`src/rtl/nor_logic_unit_serial.sv`:
```
// -----------------------------------------------------------------------------
// nor_logic_unit_serial
//
// Bit-serial logic unit. A request latches two WIDTH-bit operands and a 3-bit
// function select. The unit then evaluates one bit per clock, LSB first. Each
// per-bit function is built only from 2-input NOR primitives.
//
// Ports
//   clk    in   rising-edge clock
//   rst_n  in   asynchronous active-low reset
//   start  in   request, sampled on the rising edge while IDLE or DONE
//   op     in   [2:0] function select, latched with start
//   a      in   [WIDTH-1:0] operand A, latched with start
//   b      in   [WIDTH-1:0] operand B, latched with start
//   busy   out  high while bits are being processed (RUN)
//   done   out  one-cycle pulse, s holds a new result (DONE)
//   s      out  [WIDTH-1:0] result register
//
// Handshake: start is a single-cycle request. It is accepted on a rising edge
// only when the unit is in IDLE or DONE; in RUN it is ignored and not queued.
// After acceptance, busy is high for exactly WIDTH cycles. done is then high
// for exactly one cycle, and s is updated on the edge that raises done. A start
// presented in that DONE cycle is accepted immediately, so one result is
// produced every WIDTH+1 cycles.
//
// op encoding (x = a[i], y = b[i]):
//   000 AND    001 OR     010 NAND   011 NOR
//   100 XOR    101 XNOR   110 NOT A  111 PASS A
// -----------------------------------------------------------------------------
module nor_logic_unit_serial #(
  parameter int WIDTH = 8
) (
  input  logic             clk,
  input  logic             rst_n,
  input  logic             start,
  input  logic [2:0]       op,
  input  logic [WIDTH-1:0] a,
  input  logic [WIDTH-1:0] b,
  output logic             busy,
  output logic             done,
  output logic [WIDTH-1:0] s
);

  localparam int CW = $clog2(WIDTH) + 1;
  localparam logic [CW-1:0] LAST = CW'(WIDTH - 1);

  typedef enum logic [1:0] {
    ST_IDLE = 2'd0,
    ST_RUN  = 2'd1,
    ST_DONE = 2'd2
  } state_t;

  // ---------------------------------------------------------------------------
  // NOR primitive and the per-bit function networks built from it
  // ---------------------------------------------------------------------------
  function automatic logic nor2(input logic x, input logic y);
    return ~(x | y);
  endfunction

  function automatic logic eval_bit(input logic [2:0] f, input logic x,
                                    input logic y);
    logic nx, ny, nxy, t, n2, n3, xn;
    nx  = nor2(x, x);
    ny  = nor2(y, y);
    nxy = nor2(x, y);
    t   = nor2(nx, ny);   // AND
    // XNOR: 4-NOR network. n2 = ~x & y, n3 = x & ~y, and xn = NOR of the two.
    n2  = nor2(x, nxy);
    n3  = nor2(y, nxy);
    xn  = nor2(n2, n3);
    case (f)
      3'b000:  eval_bit = t;
      3'b001:  eval_bit = nor2(nxy, nxy);
      3'b010:  eval_bit = nor2(t, t);
      3'b011:  eval_bit = nxy;
      3'b100:  eval_bit = nor2(xn, xn);  // fifth NOR inverts XNOR into XOR
      3'b101:  eval_bit = xn;
      3'b110:  eval_bit = nx;
      default: eval_bit = nor2(nx, nx);
    endcase
  endfunction

  // ---------------------------------------------------------------------------
  // State
  // ---------------------------------------------------------------------------
  state_t           state_q, state_d;
  logic [CW-1:0]    cnt_q,   cnt_d;
  logic [2:0]       op_q,    op_d;
  // The operand registers shift right with the result, so the bit at index
  // cnt of the original operand always sits at position 0.
  logic [WIDTH-1:0] a_q,     a_d;
  logic [WIDTH-1:0] b_q,     b_d;
  logic [WIDTH-1:0] sh_q,    sh_d;
  logic [WIDTH-1:0] s_q,     s_d;
  logic             busy_q,  busy_d;
  logic             done_q,  done_d;

  logic             bit_res;
  logic [WIDTH-1:0] sh_next;

  // The result bit enters at the MSB. After WIDTH shifts, bit 0 of the result
  // reaches position 0.
  always_comb begin
    bit_res = eval_bit(op_q, a_q[0], b_q[0]);
    sh_next = sh_q >> 1;
    sh_next[WIDTH-1] = bit_res;
  end

  always_comb begin
    state_d = state_q;
    cnt_d   = cnt_q;
    op_d    = op_q;
    a_d     = a_q;
    b_d     = b_q;
    sh_d    = sh_q;
    s_d     = s_q;
    busy_d  = 1'b0;
    done_d  = 1'b0;

    case (state_q)
      ST_IDLE, ST_DONE: begin
        if (start) begin
          a_d     = a;
          b_d     = b;
          op_d    = op;
          cnt_d   = '0;
          sh_d    = '0;
          busy_d  = 1'b1;
          state_d = ST_RUN;
        end else begin
          state_d = ST_IDLE;
        end
      end

      ST_RUN: begin
        sh_d  = sh_next;
        a_d   = a_q >> 1;
        b_d   = b_q >> 1;
        cnt_d = cnt_q + CW'(1);
        if (cnt_q == LAST) begin
          s_d     = sh_next;
          done_d  = 1'b1;
          state_d = ST_DONE;
        end else begin
          busy_d  = 1'b1;
        end
      end

      default: begin
        state_d = ST_IDLE;
      end
    endcase
  end

  always_ff @(posedge clk or negedge rst_n) begin
    if (!rst_n) begin
      state_q <= ST_IDLE;
      cnt_q   <= '0;
      op_q    <= '0;
      a_q     <= '0;
      b_q     <= '0;
      sh_q    <= '0;
      s_q     <= '0;
      busy_q  <= 1'b0;
      done_q  <= 1'b0;
    end else begin
      state_q <= state_d;
      cnt_q   <= cnt_d;
      op_q    <= op_d;
      a_q     <= a_d;
      b_q     <= b_d;
      sh_q    <= sh_d;
      s_q     <= s_d;
      busy_q  <= busy_d;
      done_q  <= done_d;
    end
  end

  assign busy = busy_q;
  assign done = done_q;
  assign s    = s_q;

endmodule

```
`config.mk`:
```
export PLATFORM = sky130hd
export DESIGN_NAME = nor_logic_unit_serial
export DESIGN_NICKNAME = d
export VERILOG_FILES = /design/src/rtl/nor_logic_unit_serial.sv
export SDC_FILE = /design/constraint.sdc
export NUM_CORES = 1
export LEC_CHECK = 0
export BUFFER_PORTS_ARGS = -buffer_cell sky130_fd_sc_hd__buf_2
export CORE_MARGIN = 2
export CORE_UTILIZATION = 42
export DETAILED_ROUTE_END_ITERATION = 8
export SLEW_MARGIN = 30
export SYNTH_ARGS = -nofsm -noshare
export SYNTH_HDL_FRONTEND = slang
export SYNTH_SLANG_ARGS = --single-unit
```
`constraint.sdc`:
```
create_clock -name clk -period 1.7 [get_ports clk]
set_clock_uncertainty 0.05 [all_clocks]
set_input_delay 0.34 -clock clk [delete_from_list [all_inputs] [get_ports clk]]
set_output_delay 0.34 -clock clk [all_outputs]
set_load 0.01 [all_outputs]
```
==> impl_metrics.ini, run 1 <==
[clocking]
postCtsHoldBufs = 1
cts-root-buf = clkbuf_8
cts_buffers = 5
htreeDepth = 2
cts_max_path_buffers = 2
cts_num_sinks = 42
post_cts_resized = 0
clk_latency_ns = 0.29
post_cts_buffers = 0
cts_tree = yes
clkTransAtPathRegs_ns = 0.08

[logic_synthesis]
ys_seq_area_share_pct = 60.9
synthAdderAreaFrac_pct = 2.18
synth_area_um2 = 1730
synth_mux_area_share_pct = 6.38
synthArstFlopShare_pct = 100
synth_edf_count = 0
synth_cell_types = 22
ys_warn_count = 0
synth_seq_cells = 42
syn_area_per_cell_um2 = 11.7
synth_top_family_by_area = simple AND/OR/NAND/NOR gates
ys.flop_type = dfrtp_1
synthXorXnorAreaFrac_pct = 1.52
synth_compound_area_share_pct = 12.9
netlist_instances = 148
synth_nets = 173
synthSimpleGateAreaFrac_pct = 13.4

[timing]
finalSetupViolCount = 0
max_freq_mhz = 641
slew_viol_final = 0
rsz0062_at_grt = false
worst_pin_slew_ns = 0.418
fin_ws_ns = 0.139
period_needed_ns = 1.56
period_share_pct = 91.8
hold_viol = 0
fin_tns_setup_ns = 0
max_slew_margin_pct = 72.1

[placement]
dpl.hpwl_mm = 2.41
portBuffers = 31
gp_congestion = 0.707
place_ws_ns = 0.125
dpl-instance-area_um2 = 1980

[route]
drc = 0
drt_iter0_drc = 64
routed_wl_mm = 3.35
wl_per_cell_um = 14.0
routed-via-count = 1214
dr.pass1.iters = 4
routed_via_density = 5.08
ant_nets = 0

[global_routing]
grt_max_degree = 27
antenna_found_initial = 0
globalRouteOverflowTotal = 0
grt.met1_usage_pct = 23.3
met2_usage_pct = 27.5
grt_pass1_wl_mm = 5.87
grt_pass1_vias = 1279
busiest_layer = met2
met3_usage_pct = 3.95
grt_usage_pct = 17.3

[floorplan]
row_count = 23
die_w_um = 68.1
initial_utilization_pct = 43.4
die_h_um = 68.1
die-area_um2 = 4640
core-area_um2 = 3970
num_io_pins = 32

[layout]
finish.utilization_pct = 52.4
fin_area_um2 = 2080
layout_common_cells = 42 x dfrtp_1, 38 x nand2_1, 31 x buf_2, 12 x a22oi_1, 10 x a22o_1
final_common_cell = dfrtp_1
antenna_cells = 0
finalNetCount = 213
syn_to_final_growth_pct = 20.5
layout-drive-gt1-share_pct = 30.7

[setup_path]
path_class = flop to flop
endpoint_kind = flop
path_max_fanout = 3
cp-start-kind = flop
cp.arrival_ns = 1.69
required_ns = 1.83

[power_and_ir_drop]
irDropWorstVdd_v = 0.000704
power.total_mw = 3.68
power_density_nw_per_um2 = 1770
leakage_nw = 1.06

[run]
drv_cap = 0

[min_path]
hold_class = input port to flop

[outcome]
outcome = complete, no violations
routing by layer:
| layer | vias up | wire length (µm) |
|---|---|---|
| met2 | 27 | 1610 |
| met1 | 588 | 1540 |
| met4 | 0 | 44 |
| met5 | - | 0 |
| li1 | 594 | - |
| met3 | 5 | 148 |
critical path, stage by stage, from the launching register on:
cell and delay, ns:
dfrtp_1 0.37, inv_1 0.07, ha_1 0.28, nor2_1 0.04, a21oi_1 0.14, xnor2_1 0.14
mux2i_1 0.11, mux2_2 0.27
sequential cells by signal, summed over array words and instances, names as in the netlist:
name	flops
busy	1
op_q	3
a_q	8
state_q	2
cnt_q	4
done	1
b_q	8
sh_q	7
s	8
Yosys cell counts (2+ instances only):
library cell,instances,area (µm²)
a21oi_1,2,10.0
a22o_1,10,87.6
a221o_1,2,20.0
inv_1,2,7.51
nand2_1,38,143
nor3_1,3,15.0
xnor2_1,3,26.3
ha_1,3,37.5
mux2_2,8,90.1
mux2i_1,2,20.0
dfrtp_1,42,1050
nor2b_1,2,12.5
a22oi_1,12,90.1
buf_2,4,20.0
nor2_1,5,18.8
buf_4,2,15.0
o21ai_0,3,15.0
kinds of logic (layout without fill, tap and decap cells):
| family | after synthesis | in the layout |
|---|---|---|
| and+or+nand+nor | 52 | 52 |
| DFF | 42 | 42 |
| AOI/OAI and AO/OA | 29 | 29 |
| muxes | 10 | 10 |
| buffers and inverters | 9 | 50 |
| adders and majority gates | 3 | 3 |
| xor gates and xnor gates | 3 | 3 |
power by group:
group          internal [mW]  total [mW]  switching, mW
clock network          0.289       0.644          0.355
registers               1.41        1.69          0.278
logic                  0.660        1.35          0.686
total                   2.36        3.68           1.32
stage by stage:
stage / instances / hold WS (ns)
2_1_floorplan: 148 / -0.00559
4_1_cts: 239 / 0.188
3_3_place_gp: 230 / 0.248
3_5_place_dp: 230 / 0.251
6_report: 239 / 0.193
5_1_grt: 239 / 0.189
layout make-up:
type                       count  area [µm²]
clock inverter                 3        21.3
sequential                    42        1050
clock buffer                   5        68.8
inverter                       2        7.51
timing repair buffer          40         238
multi-input combinational     97         631
tap                           50        62.6
fill                         370        1890
worst paths after layout:
path	from	cells past startpoint	slack, ns	end
max in group asynchronous	rst_n	3	0.67	cnt_q[0]
worst min-delay path	op[0]	3	0.19	op_q[0]
worst min register to register	b_q[4]	2	0.43	b_q[4]
worst max register to register	a_q[0]	7	0.14	s[7]
min in group asynchronous	rst_n	2	0.46	b_q[6]
worst max-delay path	a_q[0]	7	0.14	s[7]
No activity file was read; power rests on OpenSTA's default activity.
==> run 2, diff against run 1 <==
--- a/config.mk
+++ b/config.mk
@@ -5,6 +5,7 @@
 export SDC_FILE = /design/constraint.sdc
 export NUM_CORES = 1
 export LEC_CHECK = 0
+export ABC_AREA = 1
 export BUFFER_PORTS_ARGS = -buffer_cell sky130_fd_sc_hd__buf_2
 export CORE_MARGIN = 2
 export CORE_UTILIZATION = 42
==> run 2 against run 1 <==
Design area grew 3.6%. Clock-buffer cell count grew 2. Worst setup slack gained 0.11 ns. Synthesized area grew 7.2%. Sequential power is essentially flat. Synthesized cell count grew 33%. Utilization shrank 2.2 points. Highest routed layer unchanged. Routed wire length shrank 2.6%. Total power grew 4.8%.
==> impl_metrics.ini, run 2 <==
[timing]
fin_ws_ns = 0.249
period_share_pct = 85.4
max_freq_mhz = 689
fin_tns_setup_ns = 0
worst_pin_slew_ns = 0.421
hold_viol = 0
max_slew_margin_pct = 71.9
hold_slack_ns = 0.241
finalSetupViolCount = 0
period_needed_ns = 1.45
slew_viol_final = 0
rsz0062_at_grt = false

[placement]
gp_congestion = 0.788
place_ws_ns = 0.255
dpl.hpwl_mm = 2.33
portBuffers = 31
dp.cells = 276

[floorplan]
row_count = 24
die_w_um = 70.4
die-area_um2 = 4950
die_h_um = 70.4
core-area_um2 = 4290
num_io_pins = 32
initial_utilization_pct = 43.1

[logic_synthesis]
syn_area_per_cell_um2 = 9.39
synth_cell_types = 20
synth_top_area_share_pct = 56.8
synth_seq_cells = 42
netlist_instances = 197
synth_top_area_cell = dfrtp_1
synth_commonest_cells = 50 x nand2_1, 42 x dfrtp_1, 34 x nand3_1
ys_seq_area_share_pct = 56.8
synth_edf_count = 0
synth_area_um2 = 1850
ys.flop_type = dfrtp_1
synth_nets = 222
synthTopCellsByArea = dfrtp_1 57%, nand2_1 10%, nand3_1 9.2%
yosysMostFrequentCell = nand2_1
ys_warn_count = 0
synthArstFlopShare_pct = 100

[power_and_ir_drop]
pwr-share-clk_pct = 16.9
p_int_mw = 2.36
switchingPower_mw = 1.50
seqPwrFrac_pct = 43.2
leakage_nw = 1.11
power_density_nw_per_um2 = 1790
pwr-share-comb_pct = 39.9
irDropWorstVdd_v = 0.000713
swShare_pct = 38.8

[route]
drc = 0
wl_per_cell_um = 11.4
ant_nets = 0
drt_iter0_drc = 45
wirelength_met1_mm = 1.61
routed_via_density = 4.79
route.met2.wl_mm = 1.48
wl_met3_um = 128
routed-via-count = 1365
dr.pass1.iters = 6
dr.max_layer_used = met4
routed_wl_mm = 3.26

[setup_path]
required_ns = 1.89
crit-reg2reg-launch = state_q[1]
cp.arrival_ns = 1.64
path_max_fanout = 18
rr_endpoint = s[7]
rrSetupSlack_ns = 0.25
endpoint_kind = flop
path_class = flop to flop
r2r_cells = 7
cp-start-kind = flop

[clocking]
clkTransAtPathRegs_ns = 0.08
cts_num_sinks = 42
cts_buffers = 5
cts_max_path_buffers = 2
clk_latency_ns = 0.29
cts_tree = yes
htreeDepth = 2
cts-root-buf = clkbuf_8

[layout]
final_common_cell = nand2_1
syn_to_final_growth_pct = 16.4
finish.utilization_pct = 50.1
stdcell_count = 285
layout_common_cells = 50 x nand2_1, 42 x dfrtp_1, 34 x nand3_1, 31 x buf_2, 19 x inv_1
antenna_cells = 0
finalNetCount = 257
layout-drive-gt1-share_pct = 24.5

[global_routing]
grt_usage_pct = 14.8
grt_max_degree = 26
grt_pass1_wl_mm = 5.82
antenna_found_initial = 0
grt_pass1_vias = 1332
globalRouteOverflowTotal = 0

[outcome]
outcome = complete, no violations

[min_path]
hold_depth = 3
hold_class = input port to flop
min_to = b_q[7]
holdCritStartpoint = b[7]

[run]
drv_cap = 0
run 2: per-stage QoR:
step	area [µm²]	power, mW
2_1_floorplan	1850	2.89
3_3_place_gp	2050	3.23
3_5_place_dp	2050	3.26
4_1_cts	2150	3.91
5_1_grt	2150	4.22
6_report	2150	3.86
run 2: cell families after synthesis:
| family | count (synthesis) | share of synthesized area [%] |
|---|---|---|
| flops | 42 | 56.8 |
| fa+ha+maj | 3 | 2.03 |
| buf+inv | 30 | 7.71 |
| compound gates | 27 | 9.88 |
| simple gates | 95 | 23.5 |
run 2: metal layers:
layer	global-route usage [%]	up-vias
met1	18.6	628
met5	0	-
met3	4.47	4
met4	5.13	0
li1	-	711
met2	24.3	22
run 2: worst max path at each step:
stage / start / endpoint / slack, ns / cells past startpoint
6_report: state_q[1] / s[7] / 0.25 / 7
5_1_grt: state_q[1] / s[7] / 0.10 / 7
4_1_cts: state_q[1] / s[7] / 0.24 / 7
3_5_place_dp: state_q[1] / s[7] / 0.25 / 7
3_3_place_gp: state_q[1] / s[7] / 0.30 / 7
2_1_floorplan: cnt_q[0] / s[6] / 0.46 / 7
run 2: power by group through the flow:
stage          Sequential, mW  Clock, mW  Combinational [mW]
2_1_floorplan            1.71          0                1.18
3_5_place_dp             1.68          0                1.58
6_report                 1.66      0.652                1.54
5_1_grt                  1.73      0.705                1.79
3_3_place_gp             1.68          0                1.54
4_1_cts                  1.67      0.671                1.58
run 2: worst max-delay path, stage by stage, from the launching register on:
cell	delay, ns
dfrtp_1	0.37
inv_1	0.06
nand2_2	0.15
inv_2	0.31
nand2_4	0.21
inv_1	0.12
nand3_1	0.08
nand2_1	0.06
run 2: cell type report:
class / instances / area (µm²)
Sequential cell: 42 / 1050
Fill cell: 415 / 2140
Tap cell: 52 / 65.1
Multi-Input combinational cell: 125 / 656
Timing Repair Buffer: 36 / 208
Clock buffer: 7 / 86.3
Inverter: 22 / 82.6
Clock inverter: 1 / 5.00
run 2: repair_timing:
item / 4_1_cts / 5_1_grt
hold endpoints to repair: 17 / 0
hold buffers: 1 / 0
gates resized for setup: 0 / 0
setup endpoints to repair: 0 / 0
buffers inserted: 0 / 0
